File: src/rtl/dram_rrarb_pkg.sv
// Shared helpers for the port-1 round-robin arbiter and its picker.
package dram_rrarb_pkg;

    function automatic int unsigned clog2(input int unsigned v);
        int unsigned r;
        r = 0;
        while ((32'd1 << r) < v) r++;
        return r;
    endfunction

endpackage

File: src/rtl/dram_rrarb_rr_pick.sv
// Combinational round-robin picker: lowest eligible index at or after ptr, with wrap.
module rr_pick
    import dram_rrarb_pkg::*;
#(
    parameter int NM = 4,
    localparam int PW = clog2(NM)
)(
    input  logic [NM-1:0] elig,
    input  logic [PW-1:0] ptr,
    output logic [NM-1:0] gnt,
    output logic [PW-1:0] idx
);

    localparam logic [PW:0] NM_W = (PW+1)'(NM);

    logic [2*NM-1:0] dbl;
    logic [NM-1:0]   rot;
    logic [PW-1:0]   off;
    logic [PW:0]     sum;
    logic            found;

    // Rotating the doubled vector puts requester ptr at bit 0.
    assign dbl = {elig, elig} >> ptr;
    assign rot = dbl[NM-1:0];

    always_comb begin
        off   = '0;
        found = 1'b0;
        for (int unsigned i = 0; i < NM; i++) begin
            if (!found && rot[i]) begin
                off   = PW'(i);
                found = 1'b1;
            end
        end
    end

    assign sum = {1'b0, ptr} + {1'b0, off};
    assign idx = (sum >= NM_W) ? PW'(sum - NM_W) : sum[PW-1:0];
    assign gnt = found ? (NM'(1) << idx) : '0;

endmodule

File: src/rtl/dram_rrarb.sv
// Round-robin arbiter sharing RAM port 1 among NM requesters; one access per cycle,
// registered read data returned with a one-cycle ack pulse.
module dram_rrarb
    import dram_rrarb_pkg::*;
#(
    parameter int NM = 4,
    parameter int SZ = 256,
    parameter int DW = 32,
    localparam int AW = clog2(SZ)
)(
    input  logic             clk_i,
    input  logic             rst_i,
    input  logic [NM-1:0]    req_i,
    input  logic [NM-1:0]    we_i,
    input  logic [NM*AW-1:0] addr_i,
    input  logic [NM*DW-1:0] data_i,
    output logic [NM-1:0]    ack_o,
    output logic [DW-1:0]    data_o,
    output logic [NM-1:0]    gnt_o,
    output logic             ram_we_o,
    output logic [AW-1:0]    ram_addr_o,
    output logic [DW-1:0]    ram_data_o,
    input  logic [DW-1:0]    ram_q_i
);

    localparam int PW = clog2(NM);

    logic [NM-1:0] elig;
    logic [PW-1:0] ptr;
    logic [PW-1:0] gidx;
    logic          any;

    // A requester in its ack cycle is masked so its held request is not served twice.
    assign elig = req_i & ~ack_o;

    rr_pick #(.NM(NM)) u_pick (
        .elig (elig),
        .ptr  (ptr),
        .gnt  (gnt_o),
        .idx  (gidx)
    );

    assign any = |gnt_o;

    always_comb begin
        ram_we_o   = 1'b0;
        ram_addr_o = '0;
        ram_data_o = '0;
        if (any) begin
            ram_we_o   = we_i[gidx] & ~rst_i;
            ram_addr_o = addr_i[int'(gidx)*AW +: AW];
            ram_data_o = data_i[int'(gidx)*DW +: DW];
        end
    end

    always_ff @(posedge clk_i) begin
        if (rst_i) begin
            ptr    <= '0;
            ack_o  <= '0;
            data_o <= '0;
        end else if (any) begin
            ack_o  <= gnt_o;
            data_o <= ram_q_i;
            ptr    <= (gidx == PW'(NM-1)) ? '0 : gidx + 1'b1;
        end else begin
            ack_o <= '0;
        end
    end

endmodule

File: config.mk
export PLATFORM = sky130hd
export DESIGN_NAME = dram_rrarb
export DESIGN_NICKNAME = d
export VERILOG_FILES = /design/src/rtl/dram_rrarb_pkg.sv /design/src/rtl/dram_rrarb_rr_pick.sv /design/src/rtl/dram_rrarb.sv
export SDC_FILE = /design/constraint.sdc
export NUM_CORES = 1
export LEC_CHECK = 0
export BUFFER_PORTS_ARGS = -buffer_cell sky130_fd_sc_hd__buf_2
export CORE_AREA = 2 2 108 110
export DETAILED_ROUTE_END_ITERATION = 8
export DIE_AREA = 0 0 110 112
export PLACE_DENSITY = 0.65
export SYNTH_ARGS = -nofsm -noshare
export SYNTH_HDL_FRONTEND = slang
export SYNTH_SLANG_ARGS = --single-unit
File: constraint.sdc
create_clock -name clk_i -period 3 [get_ports clk_i]
set_input_delay 0.15 -clock clk_i [delete_from_list [all_inputs] [get_ports clk_i]]
set_output_delay 0.15 -clock clk_i [all_outputs]
set_load 0.01 [all_outputs]
After elaboration in Yosys (flattened, before gate mapping):

Index checks and enable logic that the tools add are counted.

* bits in registers: 38
* output and inout bits: 81
* word-level logic and storage cells: 41

* add/sub/neg operators: 3
* order comparisons: 2
* equal/unequal tests: 1
* shift operators: 4
* muxes and demuxes: 15
* bitwise operators: 5
* reduce and logical (&&, ||, !) cells: 8

Operator list (number)
* $shiftx A128 B8 Y32: 1
* $mux W32: 1
* $shiftx A32 B6 Y8: 1
* $mux W2: 4
* $mux W8: 1
* $shr A8 B2 Y4: 1
* $mux W1: 7
* $and A4 B4 Y4: 1
* $mux W4: 1
* $not A4 Y4: 1
* $reduce_or A4 Y1: 1
* $shl A1 B2 Y4 const A: 1
* $add A2 B2 Y3: 1
* $ge A3 B3 Y1 const B: 1
* $logic_and A1 B1 Y1: 3
* $logic_not A1 Y1: 3
* $lt A2 B3 Y1 const B: 1
* $add A2 B1 Y2 const B: 1
* $bmux W1 S2: 1
* $eq A2 B2 Y1 const B: 1
* $not A1 Y1: 2
* $reduce_or A2 Y1: 1
* $sub A2 B1 Y2 const B: 1
* $and A1 B1 Y1: 1

Longest topological paths before layout:

* depth in word-level cells: 21
* mapped depth: 15
* gate-level depth less buffers: 14

By module:

Synthesis repeated with hierarchy kept, for this count alone.

* cells, all modules: 297
* area, all modules: 2915.3 µm²

By module, submodules not included
* dram_rrarb: times used 1, cells each 258, area an instance 2643.8 µm², sequential area each 760.7 µm²
* rr_pick: times used 1, cells each 39, area an instance 271.5 µm², sequential area each 0.0 µm²

Worst setup path before layout:

OpenSTA, ideal clock, no wires.

* path type: register to output
* start point: reg ack_o[0]
* end point: out ram_data_o[10]
* arrival time: 2744 ps
* data required time: 2850 ps
* path slack: 106 ps
* cell stages (with the launch flop): 12
* path buffers: 3
* cell sequence: dfxtp_1 -> nor3b_1 -> a21oi_1 -> o21ai_0 -> a221o_1 -> o21ai_0 -> ha_1 -> clkbuf_1 -> buf_2 -> clkbuf_1 -> mux2i_1 -> a211oi_1

* longest elaborated chain between the ends: 20
* elaborated cells on any way between the ends: 25
* classes of those cells: add/sub: 2; order compare: 1; shift: 3; mux: 10; bitwise: 2; reduce/logical: 7

RTL lines
* from (decl): RTL line dram_rrarb.sv:17 `output logic [NM-1:0] ack_o,`
* from (signal assigned): RTL line dram_rrarb.sv:62 `ack_o <= gnt_o;`
* $not A4 Y4 *: RTL line dram_rrarb.sv:34 `assign elig = req_i & ~ack_o;`
* $and A4 B4 Y4 *: RTL line dram_rrarb.sv:34
* $shr A8 B2 Y4 *: RTL line dram_rrarb_rr_pick.sv:23 `assign dbl = {elig, elig} >> ptr;`
* parallel branches: the longest is 16 deep, another holds $add A2 B2 Y3
* $mux W32 *: RTL line dram_rrarb.sv:49 `if (any) begin`
* to (decl): RTL line dram_rrarb.sv:22 `output logic [DW-1:0] ram_data_o,`

Mark *: on every way between the ends.

Final worst setup path:

* start point: reg ack_o[0]
* end point: out ram_we_o

* longest elaborated chain between the ends: 20
* elaborated cells on any way between the ends: 27
* classes of those cells: add/sub: 2; order compare: 1; shift: 2; mux: 12; bitwise: 3; reduce/logical: 7

RTL lines
* $not A4 Y4 *: RTL line dram_rrarb.sv:34
* $and A4 B4 Y4 *: RTL line dram_rrarb.sv:34
* $shr A8 B2 Y4 *: RTL line dram_rrarb_rr_pick.sv:23
* $mux W1: RTL line dram_rrarb_rr_pick.sv:30 `if (!found && rot[i]) begin`
* $logic_not A1 Y1: RTL line dram_rrarb_rr_pick.sv:30
* $logic_and A1 B1 Y1: RTL line dram_rrarb_rr_pick.sv:30
* $mux W1: RTL line dram_rrarb_rr_pick.sv:30
* $logic_not A1 Y1: RTL line dram_rrarb_rr_pick.sv:30
* (+4 left out)
* $mux W2: RTL line dram_rrarb_rr_pick.sv:30
* $add A2 B2 Y3: RTL line dram_rrarb_rr_pick.sv:37 `assign sum = {1'b0, ptr} + {1'b0, off};`
* $ge A3 B3 Y1 / $sub A2 B1 Y2 (equally long branches): RTL line dram_rrarb_rr_pick.sv:38 `assign idx = (sum >= NM_W) ? PW'(sum - NM_W) : sum[PW-1:0];`
* $mux W2: RTL line dram_rrarb_rr_pick.sv:38
* $bmux W1 S2 / $shl A1 B2 Y4 (equally long branches): RTL line dram_rrarb.sv:50, dram_rrarb_rr_pick.sv:39
* $mux W1 (implied by the code) / $mux W4 (equally long branches): RTL line dram_rrarb.sv:50, dram_rrarb_rr_pick.sv:39
* $and A1 B1 Y1 / $reduce_or A4 Y1 (equally long branches): RTL line dram_rrarb.sv:50, dram_rrarb.sv:43
* $mux W1 *: RTL line dram_rrarb.sv:49
* to (decl): RTL line dram_rrarb.sv:20 `output logic ram_we_o,`

Every way passes the cells marked *; elsewhere a longest branch is shown, timed or not. The select of a mux whose other input is x is not followed.

==> results.md <==
- Post-DP Area: roughly 4800 um2
- Worst Setup Path Type: register to output pin
- GRT Residual Overflow: 0
- Maxcap violations: 0
- Failing checks: negative setup slack
- Final HPWL DP: 9520 um
- Post-route DRC: 0
- Sw Ratio: 0.465
- Critical Path AT: 2.92 ns
- Clk_lat worst skew: 0.28 ns
- Clk buf depth: 2
- CTS H-Tree Depth: 2
- Vias: 4,194
- Avg Vias per Cell: 5.15
- Antenna viol nets, final: 0
- Least-Margin Pin Slew: slightly above 0.7 ns
- Top FF cell, synth: dfxtp_1
- RSZ-0062 raised after global routing: yes
- Die Width: 110 um
- Clock power frac: 0.075
- Setup WS post-layout: -0.0727 ns
- Post-synth top area share: 0.239
- Logic pwr share: 0.831
- Area contributors post-synth: dfxtp_1 24%, mux2_2 14%, mux2i_1 13%, a211oi_1 9.4%, nand2_1 8.2%
- CP required: 2.85 ns
- Psw: 0.00331 W
- Final net count: 876
- CTS hold repair buffers: 0
- Reg power frac: 0.094
- CTS tree: built
- Worst path slowest cell: dfxtp_4
- WP buf/inv: 2
- Cell Chain, Critical Path: nand3b_1 -> o21ai_2 -> o21ai_1 -> a221o_1 -> o21ai_2 -> ha_4 -> nor2b_4 -> nand4b_1 -> nand4_1 -> nor3_4 -> inv_2 -> a2111oi_4 -> buf_2
- Clk sinks: 38
- Global-route wire length before repair: 19,100 um
- Cell variety after synth: 36
- Relative slew margins: 0.530
- Routability Congestion: 0.851
- Worst-path clk slew: 0.06 ns
- Share of layout cells above drive strength 1: 0.640
- Port bufs: 282
- Total wire length: roughly 13,000 um
- Synth warn: 0
- HP Class: input pin to register
- Drt initial violations: 177
- WHS: 0.107 ns
- Register area share after synthesis: 0.239
- Slew Limit Fails: 0
- Pint: 0.00382 W
- Crit path time final: 3.07 ns
- Largest net degree at the start of global routing: 58
- Async SR Flop Fraction: 0
- Post-synth EDFFs: 0
- Critical Path Start: ack_o[0]$_SDFF_PP0_
- Drt first pass iters: 4
- Fmax: approximately 330 MHz
- Syn Nets: 603
- Die area: about 12,000 um2
- Largest area contributor in the netlist: dfxtp_1
- Post-synthesis cell area: 3190 um2
- Commonest non-fill, non-tap cell in the layout: buf_2
- GRT Resource Usage Total: 0.195
- Leading cell types in the layout, fill and taps excluded: 282 x buf_2, 70 x nand2_1, 41 x mux2i_1, 41 x mux2_2, 35 x dfxtp_1
- Initial core utilization: 0.285
- Post-synthesis cell count: 398
- Worst IR Drop VDD: about 0.56 mV
- CP Max Fanout: 5
- Wire per inst: between 15 and 20 um
- CP dominant cell by count: o21ai_2
- Startpoint Class: register
- CP Capture Type: output pin
- Final Cycle Share: 1.02
- Io pins: roughly 280
- Synthesized flop and latch total: 38
- # rows: 39
- Final Hold Fails: 0
- R2R Path Start: ack_o[0]$_SDFF_PP0_
- Vias in the first global route: 4,069
- Pwr/cell area: 1270 nW/um2
- Initial antenna violation count: 0
- Setup tns final: -0.810 ns
- Die Ht: 112 um
- Avg Cell Area, Syn: around 8.0 um2
- Power Total: ~0.0071 W
- Status: finished, violations left
- Core footprint: around 11,000 um2
- Area grow syn2layout: 75.7%
- Cell family with most CP delay: simple AND/OR/NAND/NOR gates
- N_diodes: 0
- CTS buffer count: 5
- Hold path start: ram_q_i[4]
- Critical Path Max Stage Delay: 0.35 ns
- Cell area after layout: 5600 um2
- Leak: between 2 and 3 nW
- Clock root cell: clkbuf_16
- Worst slack at placement: -0.146 ns
- Final Setup Violations: 37
- Clk_skew: 0.00498 ns
flip-flops by register name, summed over array words and instances, names as in the netlist:
signal,cells
ack_o,4
data_o,32
ptr,2
metal layers:
layer  vias up  global-route usage  wire length, um
met5         -                   0                0
met3        25              0.0334             1010
met4         0              0.0633              255
met1      1946               0.226             5250
li1       2035                   -                -
met2       188               0.355             6760
Yosys cell counts, types with 3 or more instances:
master / number
and3b_1: 3
dfxtp_1: 38
nand2_1: 70
clkbuf_1: 25
and2_1: 5
a31oi_1: 40
a21oi_1: 35
nand3b_1: 3
mux2i_1: 41
buf_2: 18
ha_1: 3
a211oi_1: 40
nor2b_1: 4
o21ai_0: 4
mux2_2: 41
what timing repair did:
item	in CTS	in global routing
pin swaps	23	10
cloned	3	1
resized for setup	39	54
buffers inserted	7	4
endpoints found under the setup margin	46	46
logic make-up (layout without fill, tap and decap cells):
group / Yosys count / count (layout) / share of synthesized area
flops: 38 / 38 / 0.239
compound gates: 123 / 123 / 0.246
fa+ha+maj: 3 / 3 / 0.0118
simple gates: 105 / 105 / 0.166
buf+inv: 47 / 321 / 0.0636
mux: 82 / 82 / 0.274
power groups by stage:
stage,clock (W),combinational (W),sequential [W]
6_report,0.000534,0.00593,0.000671
5_1_grt,0.000576,0.00632,0.000683
4_1_cts,0.000548,0.00533,0.000665
3_5_place_dp,0,0.00476,0.000669
3_3_place_gp,0,0.00470,0.000666
2_1_floorplan,0,0.00316,0.000690
area by class of cell:
class                           count  area, um2
Fill cell                        1068       5570
Sequential cell                    38        769
Timing Repair Buffer              311       1790
Clock inverter                      2       12.5
Tap cell                          143        179
Multi-Input combinational cell    313       2700
Clock buffer                        6        139
Inverter                            2       7.51
path summary, 6_finish.rpt:
check,to,slack [ns],depth (start not counted)
max reg2reg,ptr[0]$_SDFFE_PP0P_,0.06,14
min,data_o[4]$_SDFFE_PP0P_,0.11,3
min reg2reg,data_o[1]$_SDFFE_PP0P_,0.45,2
max,ram_we_o,-0.07,13
worst register-to-register path, cell delays in order, from the launching register on:
cell and delay, ns:
dfxtp_4 0.35, nand3b_1 0.19, o21ai_2 0.09, o21ai_1 0.08
a221o_1 0.33, o21ai_2 0.08, ha_4 0.19, nor2b_4 0.05
nand4b_1 0.13, nand4_1 0.21, nor3_4 0.34, inv_2 0.12
ha_2 0.20, or3_1 0.36, a21oi_2 0.13
stage by stage:
step	std cells	utilization
final	815	0.501
after global routing	815	0.501
after CTS	810	0.467
after detailed placement	792	0.426
after global placement	792	0.426
after floorplan	398	-
No activity file was read; power rests on OpenSTA's default activity.
